$ cat src/rtl/hs_to_stream_packetizer_pkg.sv
// ---------------------------------------------------------------------------
// hs_to_stream_packetizer_pkg : shared framing types and header helpers
// Rev 1.0
// ---------------------------------------------------------------------------
`default_nettype none

package hs_to_stream_packetizer_pkg;

  typedef enum logic [0:0] {
    ST_HEADER  = 1'b0,
    ST_PAYLOAD = 1'b1
  } frame_state_e;

  localparam int LEN_W = 8;

  function automatic logic [LEN_W-1:0] hdr_len(input logic [63:0] word, input int lsb);
    return LEN_W'(word >> lsb);
  endfunction

endpackage

`default_nettype wire

$ cat src/rtl/hs_to_stream_packetizer_fifo.sv
// ---------------------------------------------------------------------------
// hs_pkt_fifo : synchronous FIFO, registered head, no fall-through
// Rev 1.0
// ---------------------------------------------------------------------------
`default_nettype none

module hs_pkt_fifo #(
  parameter int WIDTH = 65,
  parameter int DEPTH = 4
) (
  input  logic             aclk,
  input  logic             aresetn,
  input  logic             push,
  input  logic [WIDTH-1:0] push_data,
  input  logic             pop,
  output logic [WIDTH-1:0] pop_data,
  output logic             full,
  output logic             empty
);

  localparam int AW = $clog2(DEPTH);
  localparam int CW = AW + 1;

  logic [WIDTH-1:0] mem_q [DEPTH];
  logic [AW-1:0]    wr_ptr_q, wr_ptr_d;
  logic [AW-1:0]    rd_ptr_q, rd_ptr_d;
  logic [CW-1:0]    count_q, count_d;
  logic             do_push, do_pop;

  assign full     = (count_q == CW'(DEPTH));
  assign empty    = (count_q == '0);
  assign do_push  = push && !full;
  assign do_pop   = pop && !empty;
  assign pop_data = mem_q[rd_ptr_q];

  // Pointers are exactly AW bits wide, so DEPTH being a power of two makes them wrap for free.
  always_comb begin
    wr_ptr_d = wr_ptr_q;
    rd_ptr_d = rd_ptr_q;
    count_d  = count_q;
    if (do_push) wr_ptr_d = wr_ptr_q + 1'b1;
    if (do_pop)  rd_ptr_d = rd_ptr_q + 1'b1;
    case ({do_push, do_pop})
      2'b10:   count_d = count_q + 1'b1;
      2'b01:   count_d = count_q - 1'b1;
      default: count_d = count_q;
    endcase
  end

  always_ff @(posedge aclk) begin
    if (!aresetn) begin
      wr_ptr_q <= '0;
      rd_ptr_q <= '0;
      count_q  <= '0;
    end else begin
      wr_ptr_q <= wr_ptr_d;
      rd_ptr_q <= rd_ptr_d;
      count_q  <= count_d;
    end
  end

  always_ff @(posedge aclk) begin
    if (do_push) mem_q[wr_ptr_q] <= push_data;
  end

endmodule

`default_nettype wire

$ cat src/rtl/hs_to_stream_packetizer.sv
// ---------------------------------------------------------------------------
// hs_to_stream_packetizer : ap_hs words -> AXI-Stream with length-framed tlast
// Optional out_tid port via macro HS_PKT_TID_EN.  Rev 1.0
// ---------------------------------------------------------------------------
`default_nettype none

module hs_to_stream_packetizer
  import hs_to_stream_packetizer_pkg::*;
#(
  parameter int          DEPTH   = 4,
  parameter int          LEN_LSB = 0,
  parameter logic [7:0]  ACC_ID  = 8'h00
) (
  input  logic        aclk,
  input  logic        aresetn,
  input  logic [63:0] in_hs,
  input  logic        in_hs_ap_vld,
  output logic        in_hs_ap_ack,
  output logic [63:0] out_tdata,
  output logic        out_tvalid,
  input  logic        out_tready,
  output logic        out_tlast
`ifdef HS_PKT_TID_EN
  ,
  output logic [7:0]  out_tid
`endif
);

  frame_state_e     state_q, state_d;
  logic [LEN_W-1:0] cnt_q, cnt_d;
  logic [LEN_W-1:0] hdr_len_w;
  logic             tlast_in;
  logic             push, pop;
  logic             fifo_full, fifo_empty;
  logic [64:0]      head;

  assign in_hs_ap_ack = aresetn && !fifo_full;
  assign push         = in_hs_ap_vld && in_hs_ap_ack;
  assign out_tvalid   = !fifo_empty;
  assign pop          = out_tvalid && out_tready;
  assign out_tdata    = head[63:0];
  assign out_tlast    = head[64];
  assign hdr_len_w    = hdr_len(in_hs, LEN_LSB);

`ifdef HS_PKT_TID_EN
  assign out_tid = aresetn ? ACC_ID : 8'h00;
`else
  logic unused_acc_id;
  assign unused_acc_id = ^ACC_ID;
`endif

  // tlast is resolved on the way in so the output side is a plain FIFO read.
  always_comb begin
    state_d  = state_q;
    cnt_d    = cnt_q;
    tlast_in = 1'b0;
    case (state_q)
      ST_HEADER: begin
        tlast_in = (hdr_len_w == '0);
        if (push && hdr_len_w != '0) begin
          cnt_d   = hdr_len_w;
          state_d = ST_PAYLOAD;
        end
      end
      ST_PAYLOAD: begin
        tlast_in = (cnt_q == LEN_W'(1));
        if (push) begin
          cnt_d = cnt_q - LEN_W'(1);
          if (cnt_q == LEN_W'(1)) state_d = ST_HEADER;
        end
      end
      default: state_d = ST_HEADER;
    endcase
  end

  always_ff @(posedge aclk) begin
    if (!aresetn) begin
      state_q <= ST_HEADER;
      cnt_q   <= '0;
    end else begin
      state_q <= state_d;
      cnt_q   <= cnt_d;
    end
  end

  hs_pkt_fifo #(
    .WIDTH (65),
    .DEPTH (DEPTH)
  ) u_fifo (
    .aclk      (aclk),
    .aresetn   (aresetn),
    .push      (push),
    .push_data ({tlast_in, in_hs}),
    .pop       (pop),
    .pop_data  (head),
    .full      (fifo_full),
    .empty     (fifo_empty)
  );

endmodule

`default_nettype wire

$ cat config.mk
export PLATFORM = sky130hd
export DESIGN_NAME = hs_to_stream_packetizer
export DESIGN_NICKNAME = d
export VERILOG_FILES = /design/src/rtl/hs_to_stream_packetizer_pkg.sv /design/src/rtl/hs_to_stream_packetizer_fifo.sv /design/src/rtl/hs_to_stream_packetizer.sv
export SDC_FILE = /design/constraint.sdc
export NUM_CORES = 1
export LEC_CHECK = 0
export CAP_MARGIN = 40
export CORE_ASPECT_RATIO = 0.6
export CORE_UTILIZATION = 55
export CTS_CLUSTER_DIAMETER = 150
export CTS_CLUSTER_SIZE = 14
export DETAILED_ROUTE_END_ITERATION = 16
export HOLD_SLACK_MARGIN = 0.03
export PLACE_DENSITY = 0.82
export SYNTH_ARGS = -nofsm -noshare
export SYNTH_HDL_FRONTEND = slang
export SYNTH_SLANG_ARGS = --single-unit
$ cat constraint.sdc
create_clock -name aclk -period 2.9 [get_ports aclk]
set_input_delay 0.58 -clock aclk [delete_from_list [all_inputs] [get_ports aclk]]
set_output_delay 0.58 -clock aclk [all_outputs]
set_load 0.01 [all_outputs]
==> metrics.log <==
[metrics] clock-pin slew on the worst setup and hold paths: 0.07 ns
[metrics] count of endpoints failing hold in the final timing report: 0
[metrics] fin crit share: 0.970
[metrics] type of element capturing the critical path: output port
[metrics] Final Critical Period: 2.81 ns
[metrics] maximum clock path buffer count: 3
[metrics] sw frac: 0.242
[metrics] clock latency of the later-clocked register in the worst-skew pair: 0.49 ns
[metrics] weighted congestion at the end of routability-driven global placement: 0.883
[metrics] endpoint arrival time on the critical path: 2.23 ns
[metrics] commonest register cell after synthesis: sky130_fd_sc_hd__edfxtp_1
[metrics] combinational fraction of design power: 0.255
[metrics] Diodes inserted: 0
[metrics] design internal power: 7600 uW
[metrics] RSZ-0062 raised after global routing: false
[metrics] sequential cell area fraction in the yosys report: 0.779
[metrics] Routed WL: 19.5 mm
[metrics] depth of the worst register-to-register path: 9
[metrics] clock tree from TritonCTS: done
[metrics] setup_tns: 0 ns
[metrics] series of cell instances along the critical path: buf_12, mux4_2, clkdlybuf4s50_1
[metrics] DR vias: 5127
[metrics] Net Count, Synth: 546
[metrics] DR DRC count: 0
[metrics] slowest library cell on the worst path: sky130_fd_sc_hd__clkdlybuf4s50_1
[metrics] initial antenna violation count: 0
[metrics] achievable frequency: 356 MHz
[metrics] cell at the root of the clock tree: sky130_fd_sc_hd__clkbuf_16
[metrics] synthesized instance count: 470
[metrics] cell area after synthesis: 10500 um2
[metrics] flip-flop and latch count after synthesis: 278
[metrics] power per unit of standard cell area: 775 nW/um2
[metrics] kind of critical path: reg -> out
[metrics] max-cap violations: 0
[metrics] Req. time, crit path: 2.32 ns
[metrics] warnings from Yosys: 0
[metrics] status: complete, no violations
[metrics] number of enable flip-flop cells after synthesis: 260
[metrics] total non-filler cell area in the finished layout: 12900 um2
[metrics] H-tree level count: 1
[metrics] global-route total usage across every layer: 0.204
[metrics] DRC violation total after the first TritonRoute iteration: 367
[metrics] Sequential Power Share: 0.471
[metrics] Area Growth Syn to Fin: 23.4%
[metrics] total iterations of the first detailed-routing run: 5
[metrics] relative contribution of the clock network to total power: 0.275
[metrics] die width: 180 um
[metrics] Initial Util: 0.572
[metrics] Distinct cells, synth: 55
[metrics] Static Leak: 0.00409 uW
[metrics] wire length of the first global-routing pass: 29.8 mm
[metrics] pin count of the biggest net entering global routing: 66
[metrics] critical-path maximum fanout: 23
[metrics] count of non-filler cells in the finished layout: 881
[metrics] detailed-placement wirelength estimate: 12.0 mm
[metrics] final standard cell utilization of the core: 0.705
[metrics] total core area: 18400 um2
[metrics] number of I/O pins: 135
[metrics] Total Power: 10000 uW
[metrics] fraction of layout cells with a size suffix above 1: 0.189
[metrics] Slew @ Worst Pin: 0.603 ns
[metrics] clock buffer count from CTS: 23
[metrics] CP Launch Type: flop
[metrics] input/output buffers: 134
[metrics] number of setup violations in the final report: 0
[metrics] nets@finish: 701
[metrics] vias in the first global route: 5239
[metrics] Rel. slew slack: 0.597
[metrics] worst hold path stage count: 2
[metrics] worst hold-check path type: reg -> reg
[metrics] Die H: 109 um
[metrics] Wirelength per Cell: 22.1 um
[metrics] maximum ir drop on the vdd rail: 0.000451 V
[metrics] share of synthesized registers carrying an async set or reset: 0
[metrics] post-place instance area: 12300 um2
[metrics] Synth Area per Inst: 22.3 um2
[metrics] count of clock tree sinks: 278
[metrics] clock tree skew after final layout: 0.00609 ns
[metrics] row cnt: 38
[metrics] CP max stage delay: 0.55 ns
[metrics] die area: 19600 um2
[metrics] final max-slew violation count: 0
[metrics] vias per inst: 5.82
[metrics] leftover overflow at the end of global routing: 0
[metrics] P_sw: 2430 uW
[metrics] ANT nets after route: 0
[metrics] instance count after placement with tap cells included: 838
## worst max-delay path: cells and delay by family, from the launching register on
| family | cells | cell delay, ns |
|---|---|---|
| buffers and inverters | 2 | 0.78 |
| multiplexers | 1 | 0.54 |
| flip-flops | 1 | 0.41 |
## per-stage QoR
step / worst slack (ns) / hold slack (ns)
floorplan: 0.518 / 0.436
global placement: 0.289 / 0.449
detailed placement: 0.194 / 0.481
CTS: 0.0339 / 0.490
global route: 0.00117 / 0.519
finish: 0.0874 / 0.496
## cells in the mapped netlist (2+ instances only)
library cell,n,share of area
sky130_fd_sc_hd__inv_1,7,0.0025
sky130_fd_sc_hd__edfxtp_1,260,0.74
sky130_fd_sc_hd__nor2_1,8,0.0029
sky130_fd_sc_hd__and2_2,5,0.0036
sky130_fd_sc_hd__nor4b_1,2,0.0017
sky130_fd_sc_hd__nor3b_1,2,0.0014
sky130_fd_sc_hd__o21ai_0,8,0.0038
sky130_fd_sc_hd__or3_1,4,0.0024
sky130_fd_sc_hd__nand2_1,8,0.0029
sky130_fd_sc_hd__xor2_1,2,0.0017
sky130_fd_sc_hd__mux4_2,65,0.14
sky130_fd_sc_hd__xnor2_1,3,0.0025
sky130_fd_sc_hd__clkbuf_1,8,0.0029
sky130_fd_sc_hd__and2_1,6,0.0036
sky130_fd_sc_hd__buf_1,2,0.00072
sky130_fd_sc_hd__o311ai_0,2,0.0017
sky130_fd_sc_hd__nand3_1,3,0.0014
sky130_fd_sc_hd__o22ai_1,2,0.0012
sky130_fd_sc_hd__nor3_1,3,0.0014
sky130_fd_sc_hd__a21oi_1,5,0.0024
sky130_fd_sc_hd__ha_1,7,0.0083
sky130_fd_sc_hd__dfxtp_1,18,0.034
sky130_fd_sc_hd__buf_2,8,0.0038
## per-layer routing
layer	vias to the layer above	track usage	share of wire
met5	-	0	0
li1	2269	-	-
met4	0	0.0397	0.015
met3	27	0.0548	0.082
met2	191	0.322	0.47
met1	2640	0.292	0.43
## kinds of logic (layout without fill, tap and decap cells)
group,after synthesis,after routing,synth area share
mux,65,65,0.140
flops,278,278,0.779
fa+ha+maj,8,8,0.0103
simple gates,53,53,0.0310
buf+inv,29,200,0.0136
compound gates,32,32,0.0228
xor+xnor,5,5,0.00418
## area by class of cell
type,count,area (um2)
Timing Repair Buffer,150,1590
Sequential cell,278,8180
Tap cell,240,300
Inverter,9,38.8
Multi-Input combinational cell,163,2180
Clock buffer,41,653
Fill cell,1128,5410
## power groups by stage
| stage | Clock [uW] | Sequential (uW) | Combinational, uW |
|---|---|---|---|
| 3_5_place_dp | 0 | 4850 | 2510 |
| 2_1_floorplan | 0 | 4750 | 1410 |
| 6_report | 2760 | 4720 | 2550 |
| 3_3_place_gp | 0 | 4830 | 2470 |
| 5_1_grt | 2980 | 4740 | 2730 |
| 4_1_cts | 2830 | 4720 | 2610 |
## placed cells by master (no fill, tap or decap), types with 3 or more instances in the layout
cell,instances
sky130_fd_sc_hd__a21oi_1,5
sky130_fd_sc_hd__and2_1,6
sky130_fd_sc_hd__and2_4,4
sky130_fd_sc_hd__buf_12,10
sky130_fd_sc_hd__buf_4,6
sky130_fd_sc_hd__clkbuf_1,17
sky130_fd_sc_hd__clkbuf_16,23
sky130_fd_sc_hd__clkdlybuf4s50_1,133
sky130_fd_sc_hd__dfxtp_1,16
sky130_fd_sc_hd__edfxtp_1,260
sky130_fd_sc_hd__ha_1,7
sky130_fd_sc_hd__inv_1,7
sky130_fd_sc_hd__mux4_2,65
sky130_fd_sc_hd__nand2_1,8
sky130_fd_sc_hd__nand3_1,3
sky130_fd_sc_hd__nor2_1,8
sky130_fd_sc_hd__nor3_1,3
sky130_fd_sc_hd__o21ai_0,8
sky130_fd_sc_hd__or3_1,4
sky130_fd_sc_hd__xnor2_1,3
## timing repair
action	CTS	global route
gates resized for setup	0	1
endpoints found under the setup margin	54	1
setup buffers	2	0
hold buffers	0	0
## sequential cells by signal, summed over array words and instances, names as in the netlist, named ones only
register	count
u_fifo.wr_ptr_q	2
u_fifo.mem_q	260
cnt_q	8
u_fifo.rd_ptr_q	2
u_fifo.count_q	3
state_q	1
## path summary, 6_finish.rpt
check	slack, ns	to	start
min reg2reg	0.50	cnt_q[7]	cnt_q[7]
min	0.50	cnt_q[7]	cnt_q[7]
max reg2reg	0.36	u_fifo.count_q[2]	u_fifo.count_q[0]
max	0.09	out_tdata[60]	flop
No activity file was read; power rests on OpenSTA's default activity.
